==> config.mk <==
export PLATFORM = sky130hd
export DESIGN_NAME = pack_frame_tx
export DESIGN_NICKNAME = d
export VERILOG_FILES = /design/src/rtl/pack_frame_tx.sv
export SDC_FILE = /design/constraint.sdc
export NUM_CORES = 1
export LEC_CHECK = 0
export ABC_CLOCK_PERIOD_IN_PS = 3500
export CAP_MARGIN = 10
export CORE_UTILIZATION = 50
export DETAILED_ROUTE_END_ITERATION = 6
export PLACE_DENSITY = 0.69
export SLEW_MARGIN = 20
export SYNTH_ARGS = -nofsm -noshare
export SYNTH_HDL_FRONTEND = slang
export SYNTH_SLANG_ARGS = --single-unit
==> constraint.sdc <==
create_clock -name clk -period 3.5 [get_ports clk]
set_input_delay 0.35 -clock clk [delete_from_list [all_inputs] [get_ports clk]]
set_output_delay 0.35 -clock clk [all_outputs]
set_load 0.01 [all_outputs]
==> src/rtl/pack_frame_tx.sv <==
// Trace word packer: buffers trace words in a FIFO and emits framed bytes
// (sync, sequence, payload LSB-first, XOR checksum) over a ready/next handshake.
module pack_frame_tx #(
  parameter int         WORD_WIDTH  = 16,
  parameter int         FIFO_DEPTH  = 16,
  parameter int         FRAME_WORDS = 8,
  parameter logic [7:0] SYNC_BYTE   = 8'hA5
) (
  input  logic                        clk,
  input  logic                        rst,
  input  logic                        sync,
  input  logic                        wd_avail,
  input  logic [WORD_WIDTH-1:0]       packet_wd,
  input  logic                        packet_reset,
  output logic                        data_ready,
  output logic [7:0]                  data_val,
  input  logic                        data_next,
  output logic                        data_overf,
  output logic [$clog2(FIFO_DEPTH):0] fifo_level
);

  localparam int AW  = $clog2(FIFO_DEPTH);
  localparam int LW  = AW + 1;
  localparam int BPW = WORD_WIDTH / 8;

  typedef enum logic [2:0] {
    IDLE, HDR, SEQ, DATA, CSUM
  } state_t;

  state_t state, stateNext;

  logic [WORD_WIDTH-1:0] mem [FIFO_DEPTH];
  logic [AW-1:0] wrPtr, rdPtr;
  logic [LW-1:0] level, levelNext;
  logic [LW-1:0] wordCnt, wordCntNext;
  logic [1:0]    byteIdx, byteIdxNext;
  logic [6:0]    seq;
  logic [7:0]    csum, seqByte, headByte;
  logic          overf;
  logic          xfer, lastByte, full;
  logic          tryPush, push, pop, drop;
  logic [WORD_WIDTH-1:0] headWord;

  assign xfer     = data_ready & data_next;
  assign lastByte = byteIdx == 2'(BPW - 1);
  assign pop      = (state == DATA) & xfer & lastByte & ~packet_reset;
  assign full     = level == LW'(FIFO_DEPTH);
  assign tryPush  = wd_avail & sync & ~packet_reset;
  assign push     = tryPush & (~full | pop);
  assign drop     = tryPush & full & ~pop;

  assign levelNext = packet_reset ? '0
                   : level + LW'(push) - LW'(pop);

  assign headWord = mem[rdPtr];
  assign headByte = 8'(headWord >> {byteIdx, 3'b000});

  assign fifo_level = level;
  assign data_overf = overf;

  always_ff @(posedge clk) begin
    if (push) mem[wrPtr] <= packet_wd;
  end

  always_comb begin
    stateNext   = state;
    byteIdxNext = byteIdx;
    wordCntNext = wordCnt;
    data_ready  = state != IDLE;
    data_val    = '0;
    unique case (state)
      IDLE: if (level >= LW'(FRAME_WORDS)) stateNext = HDR;
      HDR: begin
        data_val = SYNC_BYTE;
        if (xfer) stateNext = SEQ;
      end
      SEQ: begin
        data_val = seqByte;
        if (xfer) begin
          stateNext   = DATA;
          byteIdxNext = '0;
          wordCntNext = '0;
        end
      end
      DATA: begin
        data_val = headByte;
        if (xfer) begin
          if (lastByte) begin
            byteIdxNext = '0;
            if (wordCnt == LW'(FRAME_WORDS - 1))
              stateNext = CSUM;
            else
              wordCntNext = wordCnt + 1'b1;
          end else begin
            byteIdxNext = byteIdx + 1'b1;
          end
        end
      end
      CSUM: begin
        data_val = csum;
        if (xfer)
          stateNext = (levelNext >= LW'(FRAME_WORDS))
                    ? HDR : IDLE;
      end
      default: stateNext = IDLE;
    endcase
    if (packet_reset) begin
      stateNext   = IDLE;
      byteIdxNext = '0;
      wordCntNext = '0;
    end
  end

  // SEQ byte is latched on entry so a late drop cannot disturb a held byte
  always_ff @(posedge clk or negedge rst) begin
    if (!rst) begin
      state   <= IDLE;
      wrPtr   <= '0;
      rdPtr   <= '0;
      level   <= '0;
      byteIdx <= '0;
      wordCnt <= '0;
      seq     <= '0;
      csum    <= '0;
      seqByte <= '0;
      overf   <= 1'b0;
    end else begin
      state   <= stateNext;
      level   <= levelNext;
      byteIdx <= byteIdxNext;
      wordCnt <= wordCntNext;
      if (packet_reset) begin
        wrPtr <= '0;
        rdPtr <= '0;
        csum  <= '0;
      end else begin
        if (push) wrPtr <= wrPtr + 1'b1;
        if (pop)  rdPtr <= rdPtr + 1'b1;
        if (state == DATA && xfer)
          csum <= csum ^ headByte;
        else if (state == CSUM && xfer)
          csum <= '0;
        if (state == CSUM && xfer)
          seq <= seq + 1'b1;
        if (state == HDR && xfer)
          seqByte <= {overf | drop, seq};
      end
      if (drop)
        overf <= 1'b1;
      else if (state == SEQ && xfer && !packet_reset)
        overf <= 1'b0;
    end
  end

endmodule

After elaboration in Yosys (flattened, before gate mapping)
Memories as Yosys holds them, arrays and structs flattened.
Index checks and enable logic that the tools add are counted.
{"block": "totals", "ff_bits": 47, "latchBits": 0, "mem_bits_rw": 256, "romBits": 0, "input_bits": 22, "output_inout_bits": 15, "word_cells": 103, "n_memories": 1}
{"block": "classes", "n_addsub": 7, "n_mul": 0, "div_mod_pow": 0, "n_lt_le_gt_ge": 2, "n_eq_ne": 15, "shift": 1, "muxes": 34, "n_bitwise": 15, "n_reduce_logical": 18}
{"memory": "mem", "words": 16, "word_bits": 16, "rd": 1, "rd_clocked_by_memory_dff": 0, "wr": 1, "line_no": "32", "source": "logic [WORD_WIDTH-1:0] mem [FIFO_DEPTH];"}
{"cell": "one-hot mux 8 bit (4 select lines)", "n": 1}
{"cell": "2-to-1 mux 5 bit", "n": 6}
{"cell": "2-to-1 mux 3 bit", "n": 8}
{"cell": "2-to-1 mux 8 bit", "n": 3}
{"cell": "inequality test 3 bit, second input constant", "n": 7}
{"cell": "2-to-1 mux 4 bit", "n": 4}
{"cell": ">> shifter 16 x 5 -> 8 bit", "n": 1}
{"cell": "one-hot mux 3 bit (5 select lines)", "n": 1}
{"cell": ">= comparator 5 x 4 -> 1 bit, second input constant", "n": 2}
{"cell": "one-hot mux 5 bit (2 select lines)", "n": 1}
{"cell": "AND 1 bit", "n": 9}
{"cell": "nonzero test 3 bit", "n": 3}
{"cell": "adder 4 x 1 -> 4 bit, second input constant", "n": 2}
{"cell": "2-to-1 mux 2 bit", "n": 4}
{"cell": "bitwise XOR 8 bit", "n": 1}
{"cell": "adder 7 x 1 -> 7 bit, second input constant", "n": 1}
{"cell": "AND reduction 7 bit", "n": 1}
{"cell": "equality test 3 x 2 -> 1 bit, second input constant", "n": 2}
{"cell": "nonzero test 2 bit", "n": 3}
{"cell": "adder 5 x 1 -> 5 bit", "n": 1}
{"cell": "adder 5 x 1 -> 5 bit, second input constant", "n": 1}
{"cell": "equality test 5 x 3 -> 1 bit, second input constant", "n": 1}
{"cell": "equality test 5 bit, second input constant", "n": 1}
{"cell": "logical AND 1 bit", "n": 5}
{"cell": "other kinds (15)", "n": 23}

Depth between registers and ports, before layout
{"block": "depth", "depth_word": 15, "mapped_depth": 13, "depth_no_buf": 13}

Worst setup path after synthesis
No wires, ideal clock.
{"block": "synth_path", "path_type": "register to register", "startpoint": "register state[2]", "endpoint": "memory mem[0][0] (enable)", "setup_time_ps": 430, "arrival_ps": 2847, "required_time_ps": 3070, "path_slack_ps": 223, "stages_incl_launch_ff": 6, "cell_sequence": "dfrtp_1 nor3b_1 nand2_1 nor2_1 o21ai_0 nor4_1"}
{"block": "synth_via", "elab_chain_cells": 9, "word_cells_on_any_way": 10, "cone_classes": "eq/ne: 1; mux: 2; bitwise: 6; reduce/logical: 1"}
{"element": "start: declaration", "line_no": "30", "source": "state_t state, stateNext;"}
{"element": "start signal: assignment", "line_no": "128", "source": "state <= stateNext;"}
{"element": "nonzero test 3 bit", "line_no": "69", "source": "data_ready = state != IDLE;"}
{"element": "AND 1 bit", "line_no": "44", "source": "assign xfer = data_ready & data_next;"}
{"element": "AND 1 bit (*) (3 in series)", "line_no": "46", "source": "assign pop = (state == DATA) & xfer & lastByte & ~packet_reset;"}
{"element": "OR 1 bit (*)", "line_no": "49", "source": "assign push = tryPush & (~full | pop);"}
{"element": "AND 1 bit (*)", "line_no": "49"}
{"element": "2-to-1 mux 1 bit (*)", "line_no": "62", "source": "if (push) mem[wrPtr] <= packet_wd;"}
{"element": "2-to-1 mux 1 bit (implied by the code) (*)", "line_no": "62"}
{"element": "end: declaration", "line_no": "32"}
Every way passes the cells marked *; elsewhere a longest branch is shown, timed or not.

Final worst setup path
{"block": "layout_path", "startpoint": "register rdPtr[0]", "endpoint": "output data_val[0]"}
{"block": "layout_via", "elab_chain_cells": 3}
{"element": "start: declaration", "line_no": "33", "source": "logic [AW-1:0] wrPtr, rdPtr;"}
{"element": "start signal: assignment", "line_no": "138", "source": "if (pop) rdPtr <= rdPtr + 1'b1;"}
{"element": "memory (16 x 16 bit)"}
{"element": ">> shifter 16 x 5 -> 8 bit", "line_no": "56", "source": "assign headByte = 8'(headWord >> {byteIdx, 3'b000});"}
{"element": "one-hot mux 8 bit (4 select lines)", "line_no": "71", "source": "unique case (state)"}
{"element": "end: declaration", "line_no": "16", "source": "output logic [7:0] data_val,"}
Every way passes these cells.

==> impl_metrics.toml <==
[route]
vias_per_cell = 5.95
first_iter_violations = 688
drtPass1Iterations = 5
vias = 6964
wl_um = 27800
wl_per_cell_um = 23.7
drcViolationCount = 0
final_antenna_net_count = 0

[critical_path]
cp_max_fo = 4
worstSetupPathType = "reg2out"
r2r-end = "state[0]"
r2r_start = "state[2]"
startpoint = "rdPtr[0]"
cp-end-kind = "output pin"
r2r_setup_slack_ns = 0.46
cp_data_arrival_time_ns = 3.07
reg2reg_depth = 13
startpoint_type = "register"
cp.required_ns = 3.15

[logic_synthesis]
syn_area_um2 = 12600
synth.avg_cell_area_um2 = 17.0
synth-warning-count = 0
synthSimpleGateAreaFrac_pct = 6.27
synth_top_family_by_area = "multiplexers"
synthFlopType = "edfxtp_1"
synth_top_area_cell = "edfxtp_1"
yosysSeqAreaShare_pct = 70.6
synth_nets = 777
synthXorXnorAreaFrac_pct = 0.976
synth-adder-area-share_pct = 1.55
synth_edf_count = 256
ys_async_sr_fraction_pct = 15.5
synth_top_area_share_pct = 61.2
synthMuxAreaShare_pct = 12.5
synth-seq-cells = 303
synth_compound_area_share_pct = 5.90
synth_cell_type_count = 59
synthCells = 740
synthTopCellsByArea = "edfxtp_1 61%, dfrtp_1 9.4%, mux4_2 7.5%"

[layout]
regArea_um2 = 8870
final_cell_mix = "256 x edfxtp_1, 42 x mux4_2, 42 x dfrtp_1, 41 x nand2_1, 40 x buf_4"
fillCellCount = 1756
final_common_cell = "edfxtp_1"
drive_gt1_share_pct = 21.5
multi_input_area_um2 = 3530
area_growth_pct = 16.6
fin_cells = 1170
final_nets = 859

[timing]
clock_skew_ns = 0.0166
hold_viol = 0
maxSlewHeadroom_pct = 48.4
worstMarginPinSlew_ns = 0.767
fin_crit_sh_pct = 97.7
max_freq_ghz = 0.292
setup_violations = 0
drv_slew = 0
holdWs_ns = 0.356
rsz0062_at_grt = "true"
period_minus_slack_ns = 3.42
setup_slack_ns = 0.0809

[grt]
grt_overflow = 0
antenna_found_initial = 1
track_usage_pct = 21.9
grt_pass1_wl_um = 42300
grt_max_degree = 48
grt_pass1_vias = 7275

[die]
initial_utilization_pct = 51.3
core-area_um2 = 24500
pin_count = 37
fp.dieW_um = 160
die_h_um = 160
die_area_um2 = 25800
fp-row-count = 57

[placed_design]
port-buffer-count = 36
place_ws_ns = 0.244
dp_cells = 1101
place.gp.congestion = 0.849
place_hpwl_um = 17100

[clock_network]
cts_root_buf = "clkbuf_16"
cts_tree = "done"
cts.sinks = 303
insertion_delay_ns = 0.56
cts.clk_slew.worst_paths_ns = 0.06
tritoncts.num_buffers = 29
cts_htree_levels = 1
cts_buffer_depth = 3

[pwr]
peakVddDrop_mv = 0.463
power_density_nw_per_um2 = 522
p_leak_nw = 4.92

[flow_run]
max-cap-violations = 0

[outcome]
status = "complete, no violations"

[hold_path]
hp-class = "in2async"
## sequential cells by signal, indices dropped and copies added, names as in the netlist
name,cells
data_overf,1
rdPtr,4
seq,7
mem,256
byteIdx,2
seqByte,8
state,3
csum,8
wordCnt,5
wrPtr,4
fifo_level,5
## report_power, final
part,total (mW),internal (mW),switching (mW),leakage [nW]
Combinational,0.593,0.256,0.337,1.52
Sequential,4.03,3.98,0.0525,2.94
Clock,3.02,1.70,1.32,0.451
Total,7.64,5.94,1.71,4.92
## how the worst max path moves through the flow
stage,end,cells past startpoint
3_3_place_gp,state[0],14
3_5_place_dp,state[0],14
2_1_floorplan,mem[0][0],5
4_1_cts,data_val[5],8
5_1_grt,data_val[3],7
6_report,data_val[0],8
## metrics by stage
stage	cell area [µm²]	util [%]	setup TNS, ns	power, mW
2_1_floorplan	12600	-	0	4.41
3_3_place_gp	13500	55.0	0	4.68
3_5_place_dp	13500	55.0	0	4.70
4_1_cts	14500	59.3	0	7.69
5_1_grt	14600	59.9	-0.00233	7.89
6_report	14600	59.9	0	7.64
## layout make-up
type                    count  area share, %
diodes                      1         0.0171
well taps                 324           2.77
inverters                  17          0.436
clock buffers              35           5.18
multi-input cells         385           24.1
repair buffers             86           5.77
flip-flops and latches    303           60.6
clock inverters            19           1.14
## synthesized netlist by cell type (7+ instances only)
library cell / n
o22ai_1: 19
dfrtp_1: 47
clkbuf_1: 12
inv_1: 17
edfxtp_1: 256
nor2_1: 33
mux2_2: 10
a22oi_1: 13
nor3_1: 9
and2_1: 14
a21oi_1: 22
nor4_1: 8
nand2_1: 41
o21ai_0: 25
ha_1: 14
buf_4: 8
nor2b_1: 10
xnor2_1: 9
a22o_1: 7
mux2i_1: 35
mux4_2: 42
## worst max-delay path: stages, from the launching register on
cell and delay (ns):
dfrtp_4 0.44, buf_6 0.16, buf_4 0.15, mux4_2 0.52, o22ai_2 0.20, nor4_1 0.08, buf_4 0.16, a221o_1 0.32
clkdlybuf4s50_1 0.48
## cells by family after synthesis
logic type / Yosys count
flops: 303
simple gates: 152
compound gates: 111
mux: 93
buf+inv: 52
fa+ha+maj: 15
xor+xnor: 14
## timing repair
item / in CTS / in global routing
pin swaps: 0 / 5
endpoints found under the setup margin: 8 / 7
hold buffers: 0 / 1
resized for setup: 11 / 23
hold endpoints to repair: 0 / 47
setup buffers: 9 / 4
## metal layers
| layer | up-vias | GRT usage, % | routed length (µm) |
|---|---|---|---|
| li1 | 3091 | - | - |
| met1 | 3574 | 28.6 | 11200 |
| met2 | 236 | 37.6 | 14000 |
| met3 | 63 | 2.97 | 1570 |
| met4 | 0 | 8.27 | 944 |
| met5 | - | 0 | 0 |
No activity file was read; power rests on OpenSTA's default activity.
